--- config.mk ---
export PLATFORM = sky130hd
export DESIGN_NAME = envelope_length
export DESIGN_NICKNAME = d
export VERILOG_FILES = /design/src/rtl/apu_pkg.sv /design/src/rtl/frame_tick_edge.sv /design/src/rtl/envelope_length.sv
export SDC_FILE = /design/constraint.sdc
export NUM_CORES = 1
export LEC_CHECK = 0
export CAP_MARGIN = 20
export CORE_AREA = 4 4 62 69
export CTS_CLUSTER_DIAMETER = 80
export DETAILED_ROUTE_END_ITERATION = 8
export DIE_AREA = 0 0 66 73
export PLACE_DENSITY = 0.82
export RECOVER_POWER = 25
export SKIP_CTS_REPAIR_TIMING = 1
export SLEW_MARGIN = 20
export SYNTH_ARGS = -nofsm -noshare
export SYNTH_HDL_FRONTEND = slang
export SYNTH_SLANG_ARGS = --single-unit
--- constraint.sdc ---
create_clock -name clk -period 1.7 [get_ports clk]
set_clock_uncertainty 0.05 [all_clocks]
set_input_delay 0.17 -clock clk [delete_from_list [all_inputs] [get_ports clk]]
set_output_delay 0.17 -clock clk [all_outputs]
set_load 0.03 [all_outputs]
--- src/rtl/apu_pkg.sv ---
// apu_pkg: shared constants for the APU tone-channel envelope / length block.
//   - default register addresses for the envelope and length registers
//   - LEN_TABLE: 5-bit length index -> 8-bit length counter load value
//   - len_lookup(): table lookup helper used on length-register writes
package apu_pkg;

  localparam logic [1:0] ADDR_ENV_DFLT = 2'd0;
  localparam logic [1:0] ADDR_LEN_DFLT = 2'd3;

  localparam logic [3:0] DECAY_MAX = 4'd15;

  localparam logic [7:0] LEN_TABLE [0:31] = '{
    8'd10,  8'd254, 8'd20,  8'd2,   8'd40,  8'd4,   8'd80,  8'd6,
    8'd160, 8'd8,   8'd60,  8'd10,  8'd14,  8'd12,  8'd26,  8'd14,
    8'd12,  8'd16,  8'd24,  8'd18,  8'd48,  8'd20,  8'd96,  8'd22,
    8'd192, 8'd24,  8'd72,  8'd26,  8'd16,  8'd28,  8'd32,  8'd30
  };

  function automatic logic [7:0] len_lookup(input logic [4:0] idx);
    return LEN_TABLE[idx];
  endfunction

endpackage

--- src/rtl/frame_tick_edge.sv ---
// frame_tick_edge: turns a toggling frame-counter square wave into a
// single-cycle tick on each rising edge.
//   clk    in  system clock
//   rst_n  in  synchronous active-low reset
//   level  in  square wave from frame_counter
//   tick   out one-cycle pulse when level rises
// The history flop resets high so a level that is already high when reset
// is released is not mistaken for a rising edge.
module frame_tick_edge (
  input  logic clk,
  input  logic rst_n,
  input  logic level,
  output logic tick
);

  logic hist_r;

  // Previous-cycle copy of the input level.
  always_ff @(posedge clk) begin
    if (!rst_n) begin
      hist_r <= 1'b1;
    end else begin
      hist_r <= level;
    end
  end

  assign tick = level & ~hist_r;

endmodule

--- src/rtl/envelope_length.sv ---
// envelope_length: volume envelope plus length counter for one tone channel.
//   clk         in  system clock (shared with frame_counter)
//   rst_n       in  synchronous active-low reset
//   fc_qfr_clk  in  quarter-frame square wave; rising edge steps the envelope
//   fc_hfr_clk  in  half-frame square wave; rising edge steps the length counter
//   enable      in  channel enable; low holds the length counter at zero
//   wr_en       in  register write strobe
//   wr_addr     in  register select (ADDR_ENV / ADDR_LEN)
//   wr_data     in  write data
//   volume      out 4-bit channel volume
//   active      out high while the length counter is non-zero
// All next-state values are computed from current register contents, so a
// write landing on the same cycle as a tick sees the tick use the old values.
module envelope_length
  import apu_pkg::*;
#(
  parameter logic [1:0] ADDR_ENV = ADDR_ENV_DFLT,
  parameter logic [1:0] ADDR_LEN = ADDR_LEN_DFLT
) (
  input  logic       clk,
  input  logic       rst_n,
  input  logic       fc_qfr_clk,
  input  logic       fc_hfr_clk,
  input  logic       enable,
  input  logic       wr_en,
  input  logic [1:0] wr_addr,
  input  logic [7:0] wr_data,
  output logic [3:0] volume,
  output logic       active
);

  logic       loop_r,    loop_nxt_s;
  logic       const_r,   const_nxt_s;
  logic [3:0] vol_r,     vol_nxt_s;
  logic       start_r,   start_nxt_s;
  logic [3:0] divider_r, divider_nxt_s;
  logic [3:0] decay_r,   decay_nxt_s;
  logic [7:0] length_r,  length_nxt_s;

  logic qtick_s;
  logic htick_s;
  logic env_wr_s;
  logic len_wr_s;

  frame_tick_edge u_qfr_edge (
    .clk   (clk),
    .rst_n (rst_n),
    .level (fc_qfr_clk),
    .tick  (qtick_s)
  );

  frame_tick_edge u_hfr_edge (
    .clk   (clk),
    .rst_n (rst_n),
    .level (fc_hfr_clk),
    .tick  (htick_s)
  );

  assign env_wr_s = wr_en & (wr_addr == ADDR_ENV);
  // Length writes only take effect while the channel is enabled.
  assign len_wr_s = wr_en & (wr_addr == ADDR_LEN) & enable;

  // Envelope register update from writes.
  always_comb begin
    loop_nxt_s  = loop_r;
    const_nxt_s = const_r;
    vol_nxt_s   = vol_r;
    if (env_wr_s) begin
      loop_nxt_s  = wr_data[5];
      const_nxt_s = wr_data[4];
      vol_nxt_s   = wr_data[3:0];
    end else begin
      loop_nxt_s  = loop_r;
    end
  end

  // Envelope divider / decay stepping and the start flag.
  always_comb begin
    start_nxt_s   = start_r;
    divider_nxt_s = divider_r;
    decay_nxt_s   = decay_r;
    if (qtick_s) begin
      if (start_r) begin
        start_nxt_s   = 1'b0;
        decay_nxt_s   = DECAY_MAX;
        divider_nxt_s = vol_r;
      end else if (divider_r == 4'd0) begin
        divider_nxt_s = vol_r;
        if (decay_r != 4'd0) begin
          decay_nxt_s = decay_r - 4'd1;
        end else if (loop_r) begin
          decay_nxt_s = DECAY_MAX;
        end else begin
          decay_nxt_s = 4'd0;
        end
      end else begin
        divider_nxt_s = divider_r - 4'd1;
      end
    end else begin
      divider_nxt_s = divider_r;
    end
    // A length write re-arms the envelope even if this cycle's tick cleared start.
    if (len_wr_s) begin
      start_nxt_s = 1'b1;
    end else begin
      start_nxt_s = start_nxt_s;
    end
  end

  // Length counter: disable beats load, load beats half-frame decrement.
  always_comb begin
    length_nxt_s = length_r;
    if (!enable) begin
      length_nxt_s = 8'd0;
    end else if (len_wr_s) begin
      length_nxt_s = len_lookup(wr_data[7:3]);
    end else if (htick_s && !loop_r && (length_r != 8'd0)) begin
      length_nxt_s = length_r - 8'd1;
    end else begin
      length_nxt_s = length_r;
    end
  end

  // State registers.
  always_ff @(posedge clk) begin
    if (!rst_n) begin
      loop_r    <= 1'b0;
      const_r   <= 1'b0;
      vol_r     <= 4'd0;
      start_r   <= 1'b0;
      divider_r <= 4'd0;
      decay_r   <= 4'd0;
      length_r  <= 8'd0;
    end else begin
      loop_r    <= loop_nxt_s;
      const_r   <= const_nxt_s;
      vol_r     <= vol_nxt_s;
      start_r   <= start_nxt_s;
      divider_r <= divider_nxt_s;
      decay_r   <= decay_nxt_s;
      length_r  <= length_nxt_s;
    end
  end

  // Mixer outputs straight from state; silent whenever the length has run out.
  always_comb begin
    active = (length_r != 8'd0);
    if (!active) begin
      volume = 4'd0;
    end else if (const_r) begin
      volume = vol_r;
    end else begin
      volume = decay_r;
    end
  end

endmodule

Word-level counts from Yosys, hierarchy flattened
Memories as Yosys holds them, arrays and structs flattened. Index checks and enable logic that the tools add are counted.

Input bits: 16. ROM bits: 256. Output and inout port bits: 5. Memories: 1. Register bits: 25.

Reduce and logical (&&, ||, !) cells: 12. Add/sub/neg operators: 3. Equal/unequal tests: 1. Muxes and demuxes: 14. Bitwise logic cells: 8. Magnitude comparators: 1.

Memory list: (name not given) (depth 32, bits a word 8, rd ports 1, clocked after memory_dff 0, write ports 0, RTL line apu_pkg.sv:20) `return LEN_TABLE[idx];`.

Operators with widths (number): 4-bit 2-to-1 mux (8); 8-bit 2-to-1 mux (4); 8-bit nonzero test (1); 4-bit by 1-bit subtractor with 4-bit output (second input constant) (2); 8-bit by 1-bit subtractor with 8-bit output (second input constant) (1); 6-bit greater-or-equal comparator (second input constant) (1); 5-bit NOT with 6-bit output (1); 2-bit nonzero test (3); 1-bit AND (5); 4-bit logical NOT (1); 2-bit AND reduction (2); 4-bit nonzero test (1); 2-bit equality test (second input constant) (1); 1-bit logical AND (2); 2-bit logical NOT (1); 1-bit 2-to-1 mux (2); 1-bit NOT (2); 1-bit logical NOT (1).

Longest topological paths before layout
Gate-level depths: netlist of the first run.

Depth after elaboration: 6. Depth in mapped cells: 7. Gate-level depth less buffers: 6.

Cells and area by module
From an unflattened synthesis of the first run, not the netlist that was laid out.

Cell total of the unflattened synthesis: 205. Area total of the unflattened synthesis: 1711.6 um2.

By module, submodules not included: envelope_length (cells an instance 199, instances 1, seq. area each 460.4 um2, area an instance 1631.6 um2); frame_tick_edge (cells an instance 3, instances 2, seq. area each 20.0 um2, area an instance 40.0 um2).

Worst setup path after synthesis of the first run
Ideal clock, no wire load.

Path kind: reg-to-reg. Start point: register decay_r[0]. End point: register decay_r[3]. Data arrival time: 1613 ps. Cell stages (with the launch flop): 7. Setup time: 116 ps. Setup slack: -78 ps. Buffers on the path: 0. Data required time: 1534 ps. Cells stage by stage: dfxtp_1 inv_1 ha_1 nor3b_1 a211o_1 o311a_1 a31o_1.

Cells in the longest elaborated chain, start to end: 4.

Ends and longest elaborated chain: from (decl) (RTL line envelope_length.sv:37) `logic [3:0] decay_r, decay_nxt_s;`; from (signal assigned) (RTL line envelope_length.sv:140) `decay_r <= decay_nxt_s;`; 4-bit by 1-bit subtractor with 4-bit output / 4-bit nonzero test (equally long branches) (RTL line envelope_length.sv:90, envelope_length.sv:89); 4-bit 2-to-1 mux (*) (RTL line envelope_length.sv:89) `if (decay_r != 4'd0) begin`; 4-bit 2-to-1 mux (*) (RTL line envelope_length.sv:87) `end else if (divider_r == 4'd0) begin`; 4-bit 2-to-1 mux (*) (RTL line envelope_length.sv:83) `if (start_r) begin`.

Every way passes the cells marked *; elsewhere a longest branch is shown, timed or not. The select of a mux whose other input is x is not followed. A chain may end at the register's enable or synchronous reset.

Worst setup path in the final report of the first run
Start point: register length_r[1]. End point: output volume[0].

Cells in the longest elaborated chain, start to end: 2.

Ends and longest elaborated chain: from (decl) (RTL line envelope_length.sv:38) `logic [7:0] length_r, length_nxt_s;`; from (signal assigned) (RTL line envelope_length.sv:141) `length_r <= length_nxt_s;`; 8-bit nonzero test (RTL line envelope_length.sv:147) `active = (length_r != 8'd0);`; 4-bit 2-to-1 mux (RTL line envelope_length.sv:148) `if (!active) begin`; to (decl) (RTL line envelope_length.sv:28) `output logic [3:0] volume,`.

Every way passes these cells.

==> flow_metrics.py, run 1 <==
metrics = {
    "sta": {
        "period_minus_slack_ps": 1750,
        "rsz0062_at_grt": "true",
        "setup_slack_ps": -45.5,
        "worst_pin_slew_ps": 412,
        "hold_slack_ps": 447,
        "drv_slew": 0,
        "relSlewSlack_pct": 72.2,
        "finalCritPeriodShare_pct": 103,
        "finalHoldViolCount": 0,
        "setup_viol": 5,
        "clock.fmax_mhz": 573,
    },
    "detailed_routing": {
        "drt-initial-drc-count": 105,
        "firstDrtPassIters": 4,
        "ant_nets": 0,
        "drt-total-wl_mm": 4.80,
        "drc": 0,
        "viasPerCell": 5.75,
        "dr_total_vias": 1782,
        "routedWlPerCell_um": 15.5,
    },
    "die": {
        "core_um2": 3600,
        "die-width_um": 66,
        "die_area_um2": 4820,
        "initial_core_util_pct": 48.6,
        "num_io_pins": 21,
        "die_h_um": 73,
        "std_cell_rows": 23,
    },
    "power_and_ir_drop": {
        "switching_share_pct": 29.8,
        "power.total_mw": 1.36,
        "p_leak_nw": 0.950,
        "seqPwrFrac_pct": 45.9,
        "ir_drop_mv": 0.466,
        "p_int_mw": 0.952,
        "p_comb_share_pct": 26.7,
        "p_sw_mw": 0.403,
        "power.density_nw_per_um2": 558,
        "p_clk_share_pct": 27.5,
    },
    "layout": {
        "final_common_cell": "buf_4",
        "mostFrequentLayoutCells": "buf_4, dfxtp_1, clkdlybuf4s50_1",
        "instances_no_fill": 310,
        "drive_above_1_share_pct": 30.4,
        "n_antenna_cell": 0,
        "area_growth_pct": 39.0,
        "nets": 287,
    },
    "clock_tree": {
        "cts_tree": "built",
        "cts_htree_levels": 1,
        "clkTransAtPathRegs_ps": 100,
        "clk_latency_ps": 270,
        "clockRootBuffer": "clkbuf_8",
        "cts_buffers": 3,
        "cts_buffer_depth": 2,
        "cts.sinks": 25,
    },
    "critical_path": {
        "crit_path_cell_trace": "inv_4 -> ha_4 -> nor4b_4 -> and2_4 -> buf_6 -> nor2_2 -> buf_6",
        "r2r-end": "length_r[1]",
        "arrival_ps": 1530,
        "crit_path_top_delay_cell": "dfxtp_2",
        "cp_max_fo": 4,
        "r2r_slack_ps": -10,
        "worstRegToRegCells": 8,
        "r2r_start": "length_r[0]",
        "path_class": "reg -> out",
        "cp-start-kind": "register",
        "crit_end": "volume[0]",
        "cpPeakStageDelay_ps": 350,
        "end_kind": "output port",
        "crit_top_cell": "buf_6",
        "crit_required_ps": 1480,
        "crit_buf_inv": 3,
        "cp_top_family": "simple AND/OR/NAND/NOR gates",
        "cp-startpoint": "length_r[1]",
        "path_depth": 7,
    },
    "place": {
        "place_hpwl_mm": 3.48,
        "place_ws_ps": -190,
        "io_buffers": 20,
        "gp_congestion": 0.913,
        "post-place-cells": 303,
    },
    "logic_synthesis": {
        "syn_avg_cell_area_um2": 8.56,
        "ys_types": 55,
        "ys_seq_area_share_pct": 28.7,
        "ys_ff_latch": 25,
        "synth_edf_count": 0,
        "ys_warn_count": 0,
        "async_flop_share_pct": 0,
        "synth_fp_nets": 230,
        "netlist_area_um2": 1750,
        "synthFlopType": "dfxtp_1",
        "postSynthCellCount": 204,
    },
    "global_routing": {
        "track_usage_pct": 19.7,
        "antenna_found_initial": 0,
        "grt_pass1_wl_mm": 7.53,
        "grt_max_degree": 16,
        "grt-ovfl-total": 0,
        "grt_pass1_vias": 1676,
    },
    "run_status": {
        "outcome": "complete, but fails checks",
        "violations": "negative setup slack",
    },
    "flow_run": {
        "maxCapViolCount": 0,
    },
    "worst_hold_path": {
        "min_path_cells": 2,
        "hold_class": "in -> reg",
    },
}
-- registers in the layout, summed over array words and instances (netlist names) --
name and cells:
const_r 1, u_hfr_edge.hist_r 1, divider_r 4, start_r 1, length_r 8, u_qfr_edge.hist_r 1
decay_r 4, loop_r 1, vol_r 4
-- cells in the mapped netlist (all sizes together), types with 5 or more instances --
master | number | area (um^2)
dfxtp | 25 | 500
inv | 17 | 63.8
nor2 | 15 | 56.3
a21oi | 14 | 77.6
mux2i | 13 | 130
ha | 10 | 125
o21ai | 9 | 45.0
nand2 | 8 | 30.0
nor2b | 7 | 43.8
a211oi | 6 | 45.0
clkbuf | 6 | 42.5
nand2b | 5 | 31.3
nand3 | 5 | 25.0
or3b | 5 | 46.3
-- through the flow --
stage                     setup TNS, ps  area [um^2]  utilization [%]
after floorplan                       0         1750                -
after global placement             -775         2240             62.3
after detailed placement           -958         2240             62.3
after CTS                         -1100         2290             63.6
after global routing               -810         2430             67.5
final                              -183         2430             67.5
-- worst reg2reg max path: cells and delay by family (launching register included) --
| kind | cells | cell delay [ps] |
|---|---|---|
| buffers and inverters | 3 | 350 |
| and+or+nand+nor | 1 | 130 |
| DFF | 1 | 360 |
| AOI/OAI and AO/OA | 2 | 260 |
| adders and majority gates | 1 | 150 |
| muxes | 1 | 340 |
-- power by group through the flow --
stage | sequential (mW) | clock (mW) | combinational, mW
final | 0.622 | 0.372 | 0.361
after global routing | 0.624 | 0.406 | 0.390
after CTS | 0.619 | 0.375 | 0.325
after detailed placement | 0.632 | 0 | 0.324
after global placement | 0.632 | 0 | 0.318
after floorplan | 0.630 | 0 | 0.180
-- logic make-up after synthesis --
| kind of cell | after synthesis | share of synthesized area, % |
|---|---|---|
| AND/OR/NAND/NOR | 68 | 23.8 |
| multiplexers | 14 | 8.09 |
| AO/OA/AOI/OAI | 57 | 23.0 |
| buffers and inverters | 24 | 6.30 |
| flip-flops | 25 | 28.7 |
| adder cells (fa/ha/maj) | 10 | 7.16 |
| XOR/XNOR | 6 | 3.01 |
-- layer usage --
layer	GRT usage, %	wire [um]	vias to the layer above
li1	-	-	866
met1	24.5	1990	854
met2	35.9	2550	51
met3	2.00	184	11
met4	5.64	85	0
met5	0	0	-
-- worst min path at each step --
| stage | startpoint | to | slack (ps) |
|---|---|---|---|
| floorplan | fc_hfr_clk | u_hfr_edge.hist_r | 220 |
| global placement | vol_r[1] | vol_r[1] | 470 |
| detailed placement | vol_r[1] | vol_r[1] | 490 |
| CTS | fc_hfr_clk | u_hfr_edge.hist_r | 450 |
| global route | fc_hfr_clk | u_hfr_edge.hist_r | 480 |
| finish | fc_hfr_clk | u_hfr_edge.hist_r | 450 |
-- area by class of cell --
| cell class | count | area [um^2] |
|---|---|---|
| inverters | 17 | 66.3 |
| clock inverters | 1 | 7.51 |
| repair buffers | 59 | 505 |
| multi-input cells | 155 | 1240 |
| well taps | 50 | 62.6 |
| flip-flops and latches | 25 | 504 |
| fillers | 266 | 1170 |
| clock buffers | 3 | 41.3 |
Note: power is estimated with default switching activity, not from simulation.
==> run 2, diff against run 1 <==
Settings changed: CTS_BUF_LIST set to sky130_fd_sc_hd__clkbuf_8 sky130_fd_sc_hd__clkbuf_16.
==> results of run 2 <==
Same layout as run 1: the final DEF is identical, and so are final timing and power.
==> run 3, diff against run 2 <==
--- a/config.mk
+++ b/config.mk
@@ -16,3 +16,2 @@
 export SKIP_CTS_REPAIR_TIMING = 1
-export SLEW_MARGIN = 20
 export SYNTH_ARGS = -nofsm -noshare
==> constraint.sdc (replaced) <==
create_clock -name clk -period 1.7 [get_ports clk]
set_clock_uncertainty 0.05 [all_clocks]
set_input_delay 0.34 -clock clk [delete_from_list [all_inputs] [get_ports clk]]
set_output_delay 0.34 -clock clk [all_outputs]
set_load 0.03 [all_outputs]
==> run 3 against run 2 <==
  * The run still ends with negative setup slack left
  * Clock-buffer cell count did not move
  * Hold slack got worse by 190 ps
  * Power increased by 0.87%
  * Wire length increased by 4.8%
  * Combinational power up 4%
  * Non-clock buffer count rose by 9
  * Sequential share of layout area decreased by 0.27 points
  * Setup slack worse by 140 ps
  * Critical path type unchanged
==> flow_metrics.py, run 3 (synthesis results as in run 1) <==
metrics = {
    "sta": {
        "finalCritPeriodShare_pct": 111,
        "worst_pin_slew_ps": 377,
        "drv_slew": 0,
        "relSlewSlack_pct": 74.8,
        "setup_viol": 6,
        "clock.fmax_mhz": 530,
        "setup_slack_ps": -188,
        "finalHoldViolCount": 0,
        "rsz0062_at_grt": "true",
        "period_minus_slack_ps": 1890,
    },
    "place": {
        "place_hpwl_mm": 3.68,
        "gp_congestion": 0.902,
        "place_area_um2": 2290,
        "io_buffers": 20,
    },
    "clock_tree": {
        "cts_tree": "built",
        "cts_buffer_depth": 2,
        "clkTransAtPathRegs_ps": 90,
        "cts.sinks": 25,
        "clockRootBuffer": "clkbuf_8",
        "clk_latency_ps": 270,
        "cts_htree_levels": 1,
        "cts_buffers": 3,
    },
    "layout": {
        "area_growth_pct": 41.5,
        "largest_reg_flops": 8,
        "n_antenna_cell": 0,
        "mostFrequentLayoutCells": "buf_4, dfxtp_1, nor2_1",
        "post-route-cell-area_um2": 2470,
        "nets": 296,
        "drive_above_1_share_pct": 33.8,
        "multi_input_area_um2": 1240,
        "top_register": "length_r",
        "regArea_um2": 507,
        "final_common_cell": "buf_4",
        "fillerInstances": 263,
    },
    "global_routing": {
        "track_usage_pct": 20.8,
        "antenna_found_initial": 0,
        "grt_pass1_vias": 1735,
        "grt-ovfl-total": 0,
        "grt_max_degree": 16,
        "grt_pass1_wl_mm": 7.87,
    },
    "critical_path": {
        "crit_required_ps": 1310,
        "arrival_ps": 1500,
        "cp-start-kind": "register",
        "path_class": "reg -> out",
        "end_kind": "output port",
        "cp_max_fo": 5,
    },
    "run_status": {
        "violations": "negative setup slack",
        "outcome": "complete, but fails checks",
    },
    "die": {
        "die_h_um": 73,
        "die_area_um2": 4820,
        "core_um2": 3600,
        "std_cell_rows": 23,
        "num_io_pins": 21,
        "die-width_um": 66,
        "initial_core_util_pct": 48.6,
    },
    "detailed_routing": {
        "drt-initial-drc-count": 140,
        "viasPerCell": 5.74,
        "firstDrtPassIters": 4,
        "routedWlPerCell_um": 15.8,
        "ant_nets": 0,
        "dr_total_vias": 1830,
        "drc": 0,
        "drt-total-wl_mm": 5.04,
    },
    "power_and_ir_drop": {
        "power.total_mw": 1.37,
        "p_clk_share_pct": 26.9,
        "p_int_mw": 0.966,
        "p_comb_share_pct": 27.6,
        "power.density_nw_per_um2": 553,
        "seqPwrFrac_pct": 45.5,
        "p_leak_nw": 1.00,
        "p_sw_mw": 0.401,
        "ir_drop_mv": 0.440,
        "switching_share_pct": 29.4,
    },
    "flow_run": {
        "maxCapViolCount": 0,
    },
    "worst_hold_path": {
        "hold_class": "in -> reg",
    },
}
==> run 3: cell types whose count changed in the layout (fill, tap and decap cells not counted), sizes merged <==
cell	previous run	this run
buf	42	50
clkbuf	5	6
dlymetal6s2s	0	3
clkdlybuf4s50	14	10
dlygate4sd3	1	2
==> run 3: area by class of cell <==
cell class / instances / area share, %
clock inverters: 1 / 0.304
repair buffers: 68 / 22.3
well taps: 50 / 2.53
flip-flops and latches: 25 / 20.5
inverters: 17 / 2.58
clock buffers: 3 / 1.67
multi-input cells: 155 / 50.1
==> run 3: per-stage QoR <==
| stage | hold WS (ps) | util, % | worst slack [ps] | setup TNS [ps] | std cells |
|---|---|---|---|---|---|
| 2_1_floorplan | 391 | - | -60.2 | -241 | 204 |
| 3_3_place_gp | 488 | 63.7 | -300 | -2290 | 312 |
| 3_5_place_dp | 484 | 63.7 | -339 | -2480 | 312 |
| 4_1_cts | 502 | 65.1 | -275 | -1420 | 316 |
| 5_1_grt | 280 | 68.7 | -248 | -1330 | 319 |
| 6_report | 260 | 68.7 | -188 | -898 | 319 |
==> run 3: power groups by stage <==
stage | clock [mW] | combinational (mW) | sequential, mW
after detailed placement | 0 | 0.340 | 0.633
after floorplan | 0 | 0.180 | 0.630
after global routing | 0.399 | 0.412 | 0.624
final | 0.368 | 0.377 | 0.622
after global placement | 0 | 0.332 | 0.633
after CTS | 0.378 | 0.342 | 0.620
==> run 3: layer usage <==
layer	part of all wire [%]	wire, um	global-route usage [%]	vias up
li1	-	-	-	885
met1	41	2070	27.0	858
met2	50	2540	35.6	71
met3	6.3	319	2.00	16
met4	2.2	109	7.45	0
met5	0	0	0	-
==> run 3: final timing paths <==
| kind | start | to | slack [ps] | cells after the start |
|---|---|---|---|---|
| max | length_r[1] | volume[3] | -190 | 6 |
| min | fc_hfr_clk | u_hfr_edge.hist_r | 260 | 2 |
| max reg2reg | length_r[1] | length_r[4] | -10 | 6 |
| min reg2reg | vol_r[1] | vol_r[1] | 500 | 2 |
==> run 3: worst max-delay path: stages (launching register included) <==
cell and delay (ps):
dfxtp_2 340, inv_2 80, ha_4 130, nor4b_4 240
and2_4 220, nor2_1 50, buf_4 170
